### src/rtl/usb_rx_destuffer.sv
`default_nettype none
// ============================================================================
// usb_rx_destuffer : NRZI decoder and USB bit-stuff remover feeding the CRC.
//                    Define USB_RX_BITCNT_EN to add the bit_count output.
// Revision 1.0
// ============================================================================
module usb_rx_destuffer #(
  parameter int MAX_RUN = 6
) (
  input  logic        clk,
  input  logic        n_rst,
  input  logic        bit_strobe,
  input  logic        line_in,
  input  logic        rx_active,
  output logic        shift_enable,
  output logic        serial_in,
  output logic        stuff_err
`ifdef USB_RX_BITCNT_EN
  ,
  output logic [10:0] bit_count
`endif
);

  localparam int                 c_cnt_w   = $clog2(MAX_RUN + 1);
  localparam logic [c_cnt_w-1:0] c_max_run = c_cnt_w'(MAX_RUN);

  logic               r_prev_level;
  logic               r_rx_active_q;
  logic               r_armed;
  logic [c_cnt_w-1:0] r_run_cnt;

  logic               w_decoded;
  logic               w_rise;
  logic               w_take;
  logic [c_cnt_w-1:0] w_run_eff;
  logic               w_stuffed;
  logic               w_deliver;
  logic               w_err_eff;

  // A rise clears per-packet state in the same cycle, so a coincident strobe
  // is judged against the cleared values.
  assign w_decoded = (line_in == r_prev_level);
  assign w_rise    = rx_active & ~r_rx_active_q;
  assign w_take    = bit_strobe & rx_active & (r_armed | w_rise);
  assign w_run_eff = w_rise ? '0 : r_run_cnt;
  assign w_stuffed = (w_run_eff == c_max_run);
  assign w_deliver = w_take & ~w_stuffed;
  assign w_err_eff = w_rise ? 1'b0 : stuff_err;

  // r_rx_active_q resets high so a packet only starts on a genuine rise.
  always_ff @(posedge clk or negedge n_rst) begin
    if (!n_rst) begin
      r_prev_level  <= 1'b1;
      r_rx_active_q <= 1'b1;
      r_armed       <= 1'b0;
      r_run_cnt     <= '0;
      shift_enable  <= 1'b0;
      serial_in     <= 1'b0;
      stuff_err     <= 1'b0;
    end else begin
      if (bit_strobe) begin
        r_prev_level <= line_in;
      end
      r_rx_active_q <= rx_active;
      r_armed       <= rx_active & (r_armed | w_rise);
      shift_enable  <= w_deliver;
      if (w_deliver) begin
        serial_in <= w_decoded;
      end
      if (!rx_active) begin
        r_run_cnt <= '0;
      end else if (w_take) begin
        r_run_cnt <= (w_stuffed | ~w_decoded) ? '0 : w_run_eff + c_cnt_w'(1);
      end else begin
        r_run_cnt <= w_run_eff;
      end
      stuff_err <= w_err_eff | (w_take & w_stuffed & w_decoded);
    end
  end

`ifdef USB_RX_BITCNT_EN
  logic [10:0] w_count_base;

  assign w_count_base = w_rise ? '0 : bit_count;

  always_ff @(posedge clk or negedge n_rst) begin
    if (!n_rst) begin
      bit_count <= '0;
    end else if (w_deliver && (w_count_base != 11'h7FF)) begin
      bit_count <= w_count_base + 11'd1;
    end else begin
      bit_count <= w_count_base;
    end
  end
`endif

endmodule
`default_nettype wire

### config.mk
export PLATFORM = sky130hd
export DESIGN_NAME = usb_rx_destuffer
export DESIGN_NICKNAME = d
export VERILOG_FILES = /design/src/rtl/usb_rx_destuffer.sv
export SDC_FILE = /design/constraint.sdc
export NUM_CORES = 1
export LEC_CHECK = 0
export ABC_AREA = 1
export CAP_MARGIN = 20
export CORE_AREA = 2 2 39 41
export DETAILED_ROUTE_END_ITERATION = 6
export DIE_AREA = 0 0 41 43
export PLACE_DENSITY = 0.66
export SKIP_CTS_REPAIR_TIMING = 1
export SLEW_MARGIN = 10
export SYNTH_ARGS = -nofsm -noshare
export SYNTH_HDL_FRONTEND = slang
export SYNTH_SLANG_ARGS = --single-unit
### constraint.sdc
create_clock -name clk -period 3 [get_ports clk]
set_clock_uncertainty 0.15 [all_clocks]
set_input_delay 0.6 -clock clk [delete_from_list [all_inputs] [get_ports clk]]
set_output_delay 0.6 -clock clk [all_outputs]
set_load 0.01 [all_outputs]
==> results.md <==
- Post-Syn Instances: 53
- RSZ-0062 raised after global routing: no
- Initial antenna violation count: 0
- Fmax: 463.8 MHz
- Die area: 1763 um^2
- Global-route wire length before repair: 1304 um
- CP Capture Type: flop
- Die Width: 41 um
- # rows: 14
- IO Port Bufs: 7
- Crit path from: rx_active
- Ys Warns: 0
- Largest net degree at the start of global routing: 10
- Share of layout cells above drive strength 1: 18.75%
- DRC violations left: 0
- Worst EP required: 3.00 ns
- Vias post-DR: 373
- CORE AREA: 1384 um^2
- PD cells: 479.2 nW/um^2
- CTS root buffer: clkbuf_4
- Post-synth net total: 59
- R2R depth: 8
- Post-synth ARST share: 100.0%
- Number of diodes: 0
- Critical path type: primary input to flop
- Placer congestion estimate: 0.7970
- Sink Count: 9
- Synth top area cells: dfrtp_1, dfstp_2, nand2_1
- Drt pass-1 iters: 6
- Die extent in y: 43 um
- Worst Max-Slew Pin Slew: 0.3953 ns
- DR WL/cell: 10.34 um
- 1st-iter DRT viols: 5
- Global route overflow: 0
- Initial Util: 32.46%
- P&R area growth vs syn: 25.91%
- Fin. max-slew vios: 0
- Seq cells post-synth: 9
- Final wirelength: 827 um
- Power Total: 0.2710 mW
- Worst-path fanout max: 8
- Vias per inst: 4.663
- Reg-to-Reg End: r_run_cnt[2]$_DFF_PN0_
- Total GRT Usage: 11.31%
- Final hold violations: 0
- Peak supply drop: 0.0001452 V
- Cell with the most instances after synthesis: nand2_1
- Syn_area_per_cell: 8.475 um^2
- DP Wirelength: 654.5 um
- H-tree depth: 1
- Final min period: 2.156 ns
- Cts bufs inserted: 3
- Clock tree buffer depth: 2
- Max Cap Viol: 0
- Yosys top cell area share: 39.00%
- Number of synthesized flops with an enable pin: 0
- Post-route ant nets: 0
- CTS tree: built
- Post-layout net count: 71
- Clk Latency, worst-skew pair: 0.26 ns
- Synth top cells by count: nand2_1, inv_1, dfrtp_1
- Status: complete, no violations
- CP Capture Point: r_run_cnt[2]$_DFF_PN0_
- R2r startpoint: r_rx_active_q$_DFF_PN1_
- Crit path DAT: 2.15 ns
- Final worst-path cycle share: 71.86%
- Synthesized area: 449.2 um^2
- Crit path launch type: primary input
- Vias in the first global route: 331
- Reg2reg setup slack: 1.28 ns
- # IOs: 8
- Slew HR: 73.56%
- Final setup viols: 0
- Post-synthesis sequential area ratio: 50.70%
- Top FF cell, synth: dfrtp_1
- HP Class: flop to flop
- Leakage power: 0.2828 nW
- Setup_tns: 0 ns
- Biggest area consumer among synthesized cells: dfrtp_1
- Clock transition at the registers of the reported paths: 0.06 ns
- Distinct cells, synth: 16
## through the flow
step / hold slack, ns / util (%) / setup WS [ns] / cell area (um^2) / cells
after global routing: 0.3454 / 40.87 / 0.7075 / 565.5 / 80
after detailed placement: 0.3150 / 38.97 / 0.5813 / 539.3 / 76
final: 0.3264 / 40.87 / 0.8441 / 565.5 / 80
after global placement: 0.3142 / 38.97 / 0.6249 / 539.3 / 76
after CTS: 0.3326 / 40.87 / 0.8473 / 565.5 / 80
after floorplan: 0.1544 / - / 1.406 / 449.2 / 53
## power by group
part / internal, mW / switching (mW)
combinational: 0.0195 / 0.0222
sequential: 0.131 / 0.00370
clock: 0.0513 / 0.0437
total: 0.202 / 0.0695
## per-layer routing
| metal | vias up | wire (um) | track usage [%] |
|---|---|---|---|
| met3 | 2 | 34 | 1.571 |
| li1 | 187 | - | - |
| met5 | - | 0 | 0 |
| met4 | 0 | 14 | 8.000 |
| met1 | 173 | 352 | 12.46 |
| met2 | 11 | 425 | 18.44 |
## worst min path at each step
stage	from	end	slack, ns	cells after the start
5_1_grt	stuff_err$_DFF_PN0_	stuff_err$_DFF_PN0_	0.35	2
3_3_place_gp	stuff_err$_DFF_PN0_	stuff_err$_DFF_PN0_	0.31	2
3_5_place_dp	stuff_err$_DFF_PN0_	stuff_err$_DFF_PN0_	0.32	2
4_1_cts	stuff_err$_DFF_PN0_	stuff_err$_DFF_PN0_	0.33	2
2_1_floorplan	n_rst	r_armed$_DFF_PN0_	0.15	0
6_report	stuff_err$_DFF_PN0_	stuff_err$_DFF_PN0_	0.33	2
## state kept, by name, indices dropped and copies added (netlist names)
signal         flops
r_run_cnt          3
shift_enable       1
stuff_err          1
r_armed            1
serial_in          1
r_prev_level       1
r_rx_active_q      1
## layout make-up
type | instances | area, um^2
clock buffers | 4 | 26.28
fillers | 148 | 818.3
inverters | 10 | 37.54
multi-input cells | 34 | 183.9
flip-flops and latches | 9 | 227.7
well taps | 16 | 20.02
repair buffers | 7 | 70.07
## worst max-delay path, cell delays in order
cell             delay [ns]
clkdlybuf4s50_1        0.56
nand2_2                0.20
inv_1                  0.05
nor2_1                 0.19
ha_1                   0.19
nand4_1                0.11
o21bai_1               0.19
nor2_2                 0.06
## kinds of logic (layout without fill, tap and decap cells)
kind of cell | count (synthesis) | in the layout | share of synthesized area, %
adders and majority gates | 1 | 1 | 2.785
AOI/OAI and AO/OA | 3 | 3 | 3.900
xor gates and xnor gates | 1 | 1 | 1.950
buffers and inverters | 10 | 21 | 8.355
DFF | 9 | 9 | 50.70
muxes | 1 | 1 | 2.507
and+or+nand+nor | 28 | 28 | 29.80
## placed cells by master (no fill, tap or decap)
cell / instances
ha_1: 1
xnor2_1: 1
dfstp_2: 2
mux2_2: 1
clkbuf_1: 1
dfrtp_1: 7
nor2_1: 4
nand3_1: 3
nor2_2: 2
nand4_1: 1
clkdlybuf4s50_1: 7
inv_1: 9
nand2_2: 2
clkbuf_4: 3
o21bai_1: 1
nand3_2: 2
clkinv_1: 1
o21ai_1: 2
nand2_1: 14
(Power assumes the default switching activity.)
